==> config.mk <==
export PLATFORM = sky130hd
export DESIGN_NAME = decode_cycle
export DESIGN_NICKNAME = d
export VERILOG_FILES = /design/src/rtl/decode_cycle.sv
export SDC_FILE = /design/constraint.sdc
export NUM_CORES = 2
export LEC_CHECK = 0
export BUFFER_PORTS_ARGS = -buffer_cell sky130_fd_sc_hd__buf_2
export CAP_MARGIN = 20
export CORE_MARGIN = 5
export CORE_UTILIZATION = 45
export DETAILED_ROUTE_END_ITERATION = 7
export PLACE_DENSITY = 0.58
export SYNTH_ARGS = -nofsm -noshare
export SYNTH_HDL_FRONTEND = slang
export SYNTH_SLANG_ARGS = --single-unit
==> constraint.sdc <==
create_clock -name clk -period 4.5 [get_ports clk]
set_input_delay 0 -clock clk [delete_from_list [all_inputs] [get_ports clk]]
set_output_delay 0 -clock clk [all_outputs]
set_load 0.005 [all_outputs]
==> src/rtl/decode_cycle.sv <==
// decode_cycle: second pipeline stage.
// Decodes the fetched instruction, reads the architectural register file with
// write-through from writeback, builds the sign-extended immediate, and
// registers everything into the D->E pipeline register feeding execute.
module decode_cycle #(
  parameter int XLEN  = 32,
  parameter int NREGS = 32
) (
  input  logic            clk,
  input  logic            rst,
  input  logic [31:0]     instrD,
  input  logic [XLEN-1:0] PCD,
  input  logic [XLEN-1:0] PCplus4D,
  input  logic            FlushE,
  input  logic            RegWriteW,
  input  logic [4:0]      RDW,
  input  logic [XLEN-1:0] ResultW,
  output logic            RegWriteE,
  output logic            ResultSrcE,
  output logic            MemWriteE,
  output logic            BranchE,
  output logic            ALUSrcE,
  output logic [2:0]      ALUControlE,
  output logic            IllegalE,
  output logic [XLEN-1:0] RD1E,
  output logic [XLEN-1:0] RD2E,
  output logic [XLEN-1:0] ImmExtE,
  output logic [4:0]      RS1E,
  output logic [4:0]      RS2E,
  output logic [4:0]      RDE,
  output logic [XLEN-1:0] PCE,
  output logic [XLEN-1:0] PCplus4E
);

  localparam logic [6:0] OP_LOAD   = 7'b0000011;
  localparam logic [6:0] OP_STORE  = 7'b0100011;
  localparam logic [6:0] OP_RTYPE  = 7'b0110011;
  localparam logic [6:0] OP_IALU   = 7'b0010011;
  localparam logic [6:0] OP_BRANCH = 7'b1100011;

  typedef enum logic [2:0] {
    ALU_ADD = 3'b000,
    ALU_SUB = 3'b001,
    ALU_AND = 3'b010,
    ALU_OR  = 3'b011,
    ALU_SLT = 3'b101
  } alu_op_t;

  typedef enum logic [1:0] {
    IMM_NONE = 2'd0,
    IMM_I    = 2'd1,
    IMM_S    = 2'd2,
    IMM_B    = 2'd3
  } imm_sel_t;

  // Instruction fields
  logic [6:0] opcode;
  logic [2:0] funct3;
  logic       funct7_b5;
  logic [4:0] rs1;
  logic [4:0] rs2;
  logic [4:0] rd;

  assign opcode    = instrD[6:0];
  assign funct3    = instrD[14:12];
  assign funct7_b5 = instrD[30];
  assign rs1       = instrD[19:15];
  assign rs2       = instrD[24:20];
  assign rd        = instrD[11:7];

  // Architectural register file; entry 0 is never written outside reset
  logic [XLEN-1:0] regs [NREGS];

  // Decoded controls (combinational, registered below)
  logic     reg_write;
  logic     result_src;
  logic     mem_write;
  logic     branch;
  logic     alu_src;
  logic     illegal;
  alu_op_t  alu_control;
  imm_sel_t imm_sel;

  logic [XLEN-1:0] rd1;
  logic [XLEN-1:0] rd2;
  logic [XLEN-1:0] imm_ext;

  // Register file update: reset clears every entry and wins over writeback
  always_ff @(posedge clk) begin
    if (rst) begin
      for (int i = 0; i < NREGS; i++) begin
        regs[i] <= '0;
      end
    end else if (RegWriteW && (RDW != 5'd0)) begin
      regs[RDW] <= ResultW;
    end
  end

  // Operand reads: x0 is hardwired zero, same-cycle writeback is forwarded
  always_comb begin
    rd1 = '0;
    rd2 = '0;
    if (rs1 != 5'd0) begin
      if (RegWriteW && (RDW == rs1)) begin
        rd1 = ResultW;
      end else begin
        rd1 = regs[rs1];
      end
    end
    if (rs2 != 5'd0) begin
      if (RegWriteW && (RDW == rs2)) begin
        rd2 = ResultW;
      end else begin
        rd2 = regs[rs2];
      end
    end
  end

  // Main decoder: unsupported encodings raise illegal with every control low
  always_comb begin
    reg_write   = 1'b0;
    result_src  = 1'b0;
    mem_write   = 1'b0;
    branch      = 1'b0;
    alu_src     = 1'b0;
    illegal     = 1'b0;
    alu_control = ALU_ADD;
    imm_sel     = IMM_NONE;
    case (opcode)
      OP_LOAD: begin
        if (funct3 == 3'b010) begin
          reg_write  = 1'b1;
          result_src = 1'b1;
          alu_src    = 1'b1;
          imm_sel    = IMM_I;
        end else begin
          illegal = 1'b1;
        end
      end
      OP_STORE: begin
        if (funct3 == 3'b010) begin
          mem_write = 1'b1;
          alu_src   = 1'b1;
          imm_sel   = IMM_S;
        end else begin
          illegal = 1'b1;
        end
      end
      OP_RTYPE: begin
        case (funct3)
          3'b000: begin
            reg_write   = 1'b1;
            alu_control = funct7_b5 ? ALU_SUB : ALU_ADD;
          end
          3'b111: begin
            reg_write   = 1'b1;
            alu_control = ALU_AND;
          end
          3'b110: begin
            reg_write   = 1'b1;
            alu_control = ALU_OR;
          end
          3'b010: begin
            reg_write   = 1'b1;
            alu_control = ALU_SLT;
          end
          default: illegal = 1'b1;
        endcase
      end
      OP_IALU: begin
        case (funct3)
          3'b000: begin
            reg_write   = 1'b1;
            alu_src     = 1'b1;
            alu_control = ALU_ADD;
            imm_sel     = IMM_I;
          end
          3'b111: begin
            reg_write   = 1'b1;
            alu_src     = 1'b1;
            alu_control = ALU_AND;
            imm_sel     = IMM_I;
          end
          3'b110: begin
            reg_write   = 1'b1;
            alu_src     = 1'b1;
            alu_control = ALU_OR;
            imm_sel     = IMM_I;
          end
          3'b010: begin
            reg_write   = 1'b1;
            alu_src     = 1'b1;
            alu_control = ALU_SLT;
            imm_sel     = IMM_I;
          end
          default: illegal = 1'b1;
        endcase
      end
      OP_BRANCH: begin
        if (funct3 == 3'b000) begin
          branch      = 1'b1;
          alu_control = ALU_SUB;
          imm_sel     = IMM_B;
        end else begin
          illegal = 1'b1;
        end
      end
      default: illegal = (instrD != 32'd0);
    endcase
  end

  // Immediate generation; bit 31 always supplies the sign
  always_comb begin
    imm_ext = '0;
    case (imm_sel)
      IMM_I:   imm_ext = {{(XLEN-12){instrD[31]}}, instrD[31:20]};
      IMM_S:   imm_ext = {{(XLEN-12){instrD[31]}}, instrD[31:25], instrD[11:7]};
      IMM_B:   imm_ext = {{(XLEN-13){instrD[31]}}, instrD[31], instrD[7],
                          instrD[30:25], instrD[11:8], 1'b0};
      default: imm_ext = '0;
    endcase
  end

  // D->E pipeline register: reset or flush loads a bubble
  always_ff @(posedge clk) begin
    if (rst || FlushE) begin
      RegWriteE   <= 1'b0;
      ResultSrcE  <= 1'b0;
      MemWriteE   <= 1'b0;
      BranchE     <= 1'b0;
      ALUSrcE     <= 1'b0;
      ALUControlE <= 3'b000;
      IllegalE    <= 1'b0;
      RD1E        <= '0;
      RD2E        <= '0;
      ImmExtE     <= '0;
      RS1E        <= 5'd0;
      RS2E        <= 5'd0;
      RDE         <= 5'd0;
      PCE         <= '0;
      PCplus4E    <= '0;
    end else begin
      RegWriteE   <= reg_write;
      ResultSrcE  <= result_src;
      MemWriteE   <= mem_write;
      BranchE     <= branch;
      ALUSrcE     <= alu_src;
      ALUControlE <= alu_control;
      IllegalE    <= illegal;
      RD1E        <= rd1;
      RD2E        <= rd2;
      ImmExtE     <= imm_ext;
      RS1E        <= rs1;
      RS2E        <= rs2;
      RDE         <= rd;
      PCE         <= PCD;
      PCplus4E    <= PCplus4D;
    end
  end

endmodule

==> flow_metrics.tcl <==
set metrics [dict create \
    clkSinkCount 1189 \
    core_area_mm2 0.130 \
    cts_tree "built" \
    grt_pass1_vias 38500 \
    n_fill_cell 10500 \
    fin_cells 6273 \
    grtUsageTotal 0.290 \
    drt-total-wl_um 203000 \
    cpPeakStageDelay_ns 0.64 \
    hp-class "in2reg" \
    drt-initial-drc-count 4465 \
    gp_congestion 0.927 \
    power_frac_clock 0.421 \
    max_freq_mhz 301 \
    relSlewSlack 0.223 \
    dp.cells 5784 \
    power.share.switching 0.243 \
    fp.dieH_um 372 \
    hold_viol 0 \
    overflow 0 \
    outcome "finished, final reports clean" \
    vdd_drop_max_mv 0.344 \
    clk-insertion-delay-late_ns 0.78 \
    tightest_slew_ns 1.17 \
    portBuffers 320 \
    dp_hpwl_um 123000 \
    ys_seq_area_frac 0.577 \
    drt-vias-per-instance 6.14 \
    comb_power_share 0.107 \
    power_switching_mw 6.64 \
    ys_warn_count 0 \
    area_growth_syn_to_layout_pct 17.6 \
    hold_start "instrD[15]" \
    crit_path_frequent_cell "dlygate4sd3_1" \
    ant_nets 0 \
    synth_edf_count 1024 \
    numCtsBuffers 137 \
    finClkSkew_ns 0.0373 \
    cp-start-kind "input port" \
    synth_ff_type "edfxtp_1" \
    timing.rr.start "regs[14][11]$_SDFFCE_PN0P_" \
    setup.worst_path.class "in2reg" \
    finalSetupTns_ns 0 \
    nets 4547 \
    clock_path_buffers 3 \
    layout-drive-gt1-share 0.261 \
    wl_per_cell_um 32.3 \
    netlist_instances 4002 \
    initial_utilization 0.454 \
    rsz0062_at_grt "false" \
    p_leak_nw 25.3 \
    cp-startpoint "instrD[3]" \
    cp_slowest_cell "dlygate4sd3_1" \
    synth.ff_latch_count 1189 \
    dieArea_mm2 0.139 \
    pwr-share-seq 0.472 \
    post_cts_buffers 0 \
    grt_pass1_wl_um 286000 \
    ios 321 \
    cts_root_buf "clkbuf_16" \
    drt_pass1_iterations 5 \
    cp.arrival_ns 4.04 \
    cp_max_fo 6 \
    clk_pin_slew_ns 0.06 \
    required_ns 5.21 \
    setup_violations 0 \
    rows 132 \
    vias 38500 \
    synth_area_mm2 0.0590 \
    synthArstFlopShare 0 \
    path_cells "dlygate4sd3_1 -> buf_2 -> or3_4 -> dlygate4sd3_1 -> or2_4 -> a211o_4 -> dlygate4sd3_1 -> or4b_1 -> a21oi_1 -> dlygate4sd3_1" \
    slew_violations 0 \
    synth.avg_cell_area_um2 14.7 \
    worst_setup_path_end_kind "flip-flop" \
    internal_power_mw 20.6 \
    maxCapViolCount 0 \
    antenna_found_initial 14 \
    drc_errors 0 \
    grt_max_degree 113 \
    synth_cell_types 54 \
    post-route-min-period_ns 3.33 \
    fin_crit_sh 0.739 \
    htree_levels 4 \
    cellPowerDensity_mw_per_mm2 393 \
    die_w_um 372 \
]
==> placed cells by master (no fill, tap or decap), drive strengths merged, types with 32 or more instances in the layout <==
cell type | netlist | routed
edfxtp | 1024 | 1024
and2 | 1079 | 1079
o22ai | 62 | 62
nor2 | 52 | 52
a211o | 33 | 33
clkbuf | 304 | 196
dlygate4sd3 | 0 | 227
conb | 1 | 32
buf | 130 | 445
dfxtp | 165 | 165
mux2i | 190 | 190
clkinv | 2 | 40
a22oi | 84 | 84
or2 | 34 | 34
a221oi | 64 | 64
mux4 | 446 | 446
a21oi | 104 | 104
==> synthesized netlist by cell type, drive strengths merged, types with 2 or more instances <==
cell    count  area (µm²)
o21bai     17         128
nor3       31         155
mux2i     190        1900
o21ai      13        65.1
nand2      14        52.6
nor4        6        37.5
a221oi     64         561
o22ai      62         388
and2     1079        6750
or4         4        33.8
a211oi     31         233
buf       130         731
nand3b      7        52.6
or2        34         215
o31ai       4        30.0
dfxtp     165        3300
or4b        3        30.0
a22oi      84         631
a21oi     104         521
o311ai      2        42.6
edfxtp   1024       30700
nor2       52         195
a32o        2        20.0
nor2b       6        37.5
clkinv      2        7.51
nand2b     13        81.3
nand4       3        18.8
inv         4        15.0
a211o      33         298
xnor2      10        87.6
or3         6        42.5
nand3      10        50.1
a31oi       3        25.0
mux2        3        33.8
a22o       30         263
clkbuf    304        1140
mux4      446       10000
==> power groups by stage <==
stage / sequential [mW] / combinational (mW) / clock (mW)
floorplan: 13.0 / 1.68 / 0
global placement: 13.1 / 2.73 / 0
detailed placement: 13.1 / 2.74 / 0
CTS: 12.9 / 2.88 / 11.6
global route: 12.9 / 3.03 / 12.1
finish: 12.9 / 2.91 / 11.5
==> cell type report <==
cell class / count / area [µm²] / area share
Timing Repair Buffer: 672 / 5020 / 0.0724
Clock inverter: 56 / 617 / 0.00889
Tap cell: 1742 / 2180 / 0.0314
Sequential cell: 1189 / 34100 / 0.491
Antenna cell: 8 / 20.0 / 0.000288
Inverter: 6 / 25.0 / 0.000361
Clock buffer: 196 / 3980 / 0.0573
Multi-Input combinational cell: 2404 / 23500 / 0.339
==> critical path, delay by kind of cell <==
family                 cells  cell delay (ns)
AOI/OAI and AO/OA          2             0.44
buffers and inverters      5             2.46
and+or+nand+nor            3             1.14
==> registers in the layout, summed over array words and instances (netlist names) <==
register	cells
ALUSrcE	1
PCplus4E	32
BranchE	1
RS1E	5
PCE	32
RD2E	32
ImmExtE	13
regs	1024
RegWriteE	1
IllegalE	1
RD1E	32
RS2E	5
ResultSrcE	1
RDE	5
ALUControlE	3
MemWriteE	1
==> worst paths after layout <==
check                                to  slack [ns]  cells after the start
hold / removal       RS1E[0]$_SDFF_PP0_        0.07                      3
setup / recovery  ImmExtE[3]$_SDFF_PP0_        1.17                     10
setup reg to reg    RD2E[11]$_SDFF_PP0_        2.27                      5
hold reg to reg     RD2E[12]$_SDFF_PP0_        0.84                      4
==> logic make-up after synthesis <==
| family | share of synthesized area |
|---|---|
| AOI/OAI and AO/OA | 0.0549 |
| xor gates and xnor gates | 0.00148 |
| buffers and inverters | 0.0321 |
| DFF | 0.577 |
| muxes | 0.203 |
| other | 0.0000635 |
| and+or+nand+nor | 0.132 |
==> through the flow <==
stage	total power [mW]	worst slack [ns]	cell area, µm²	utilization	hold WS, ns
2_1_floorplan	14.6	2.71	59100	-	0.118
6_report	27.3	1.17	69400	0.534	0.0655
3_5_place_dp	15.8	1.47	62500	0.481	0.203
5_1_grt	28.0	1.09	69400	0.534	0.106
3_3_place_gp	15.8	1.56	62400	0.480	0.200
4_1_cts	27.3	1.26	69300	0.534	0.0378
==> what timing repair did <==
action,in CTS,in global routing
hold buffers,227,0
resized for setup,0,0
endpoints found under the hold margin,1149,0
==> per-layer routing <==
layer,vias to the layer above,global-route usage,share of wire
met5,-,0,0.00017
met4,6,0.122,0.045
met3,415,0.0606,0.096
met2,2129,0.460,0.47
met1,19900,0.393,0.39
li1,16100,-,-
No activity file was read; power rests on OpenSTA's default activity.
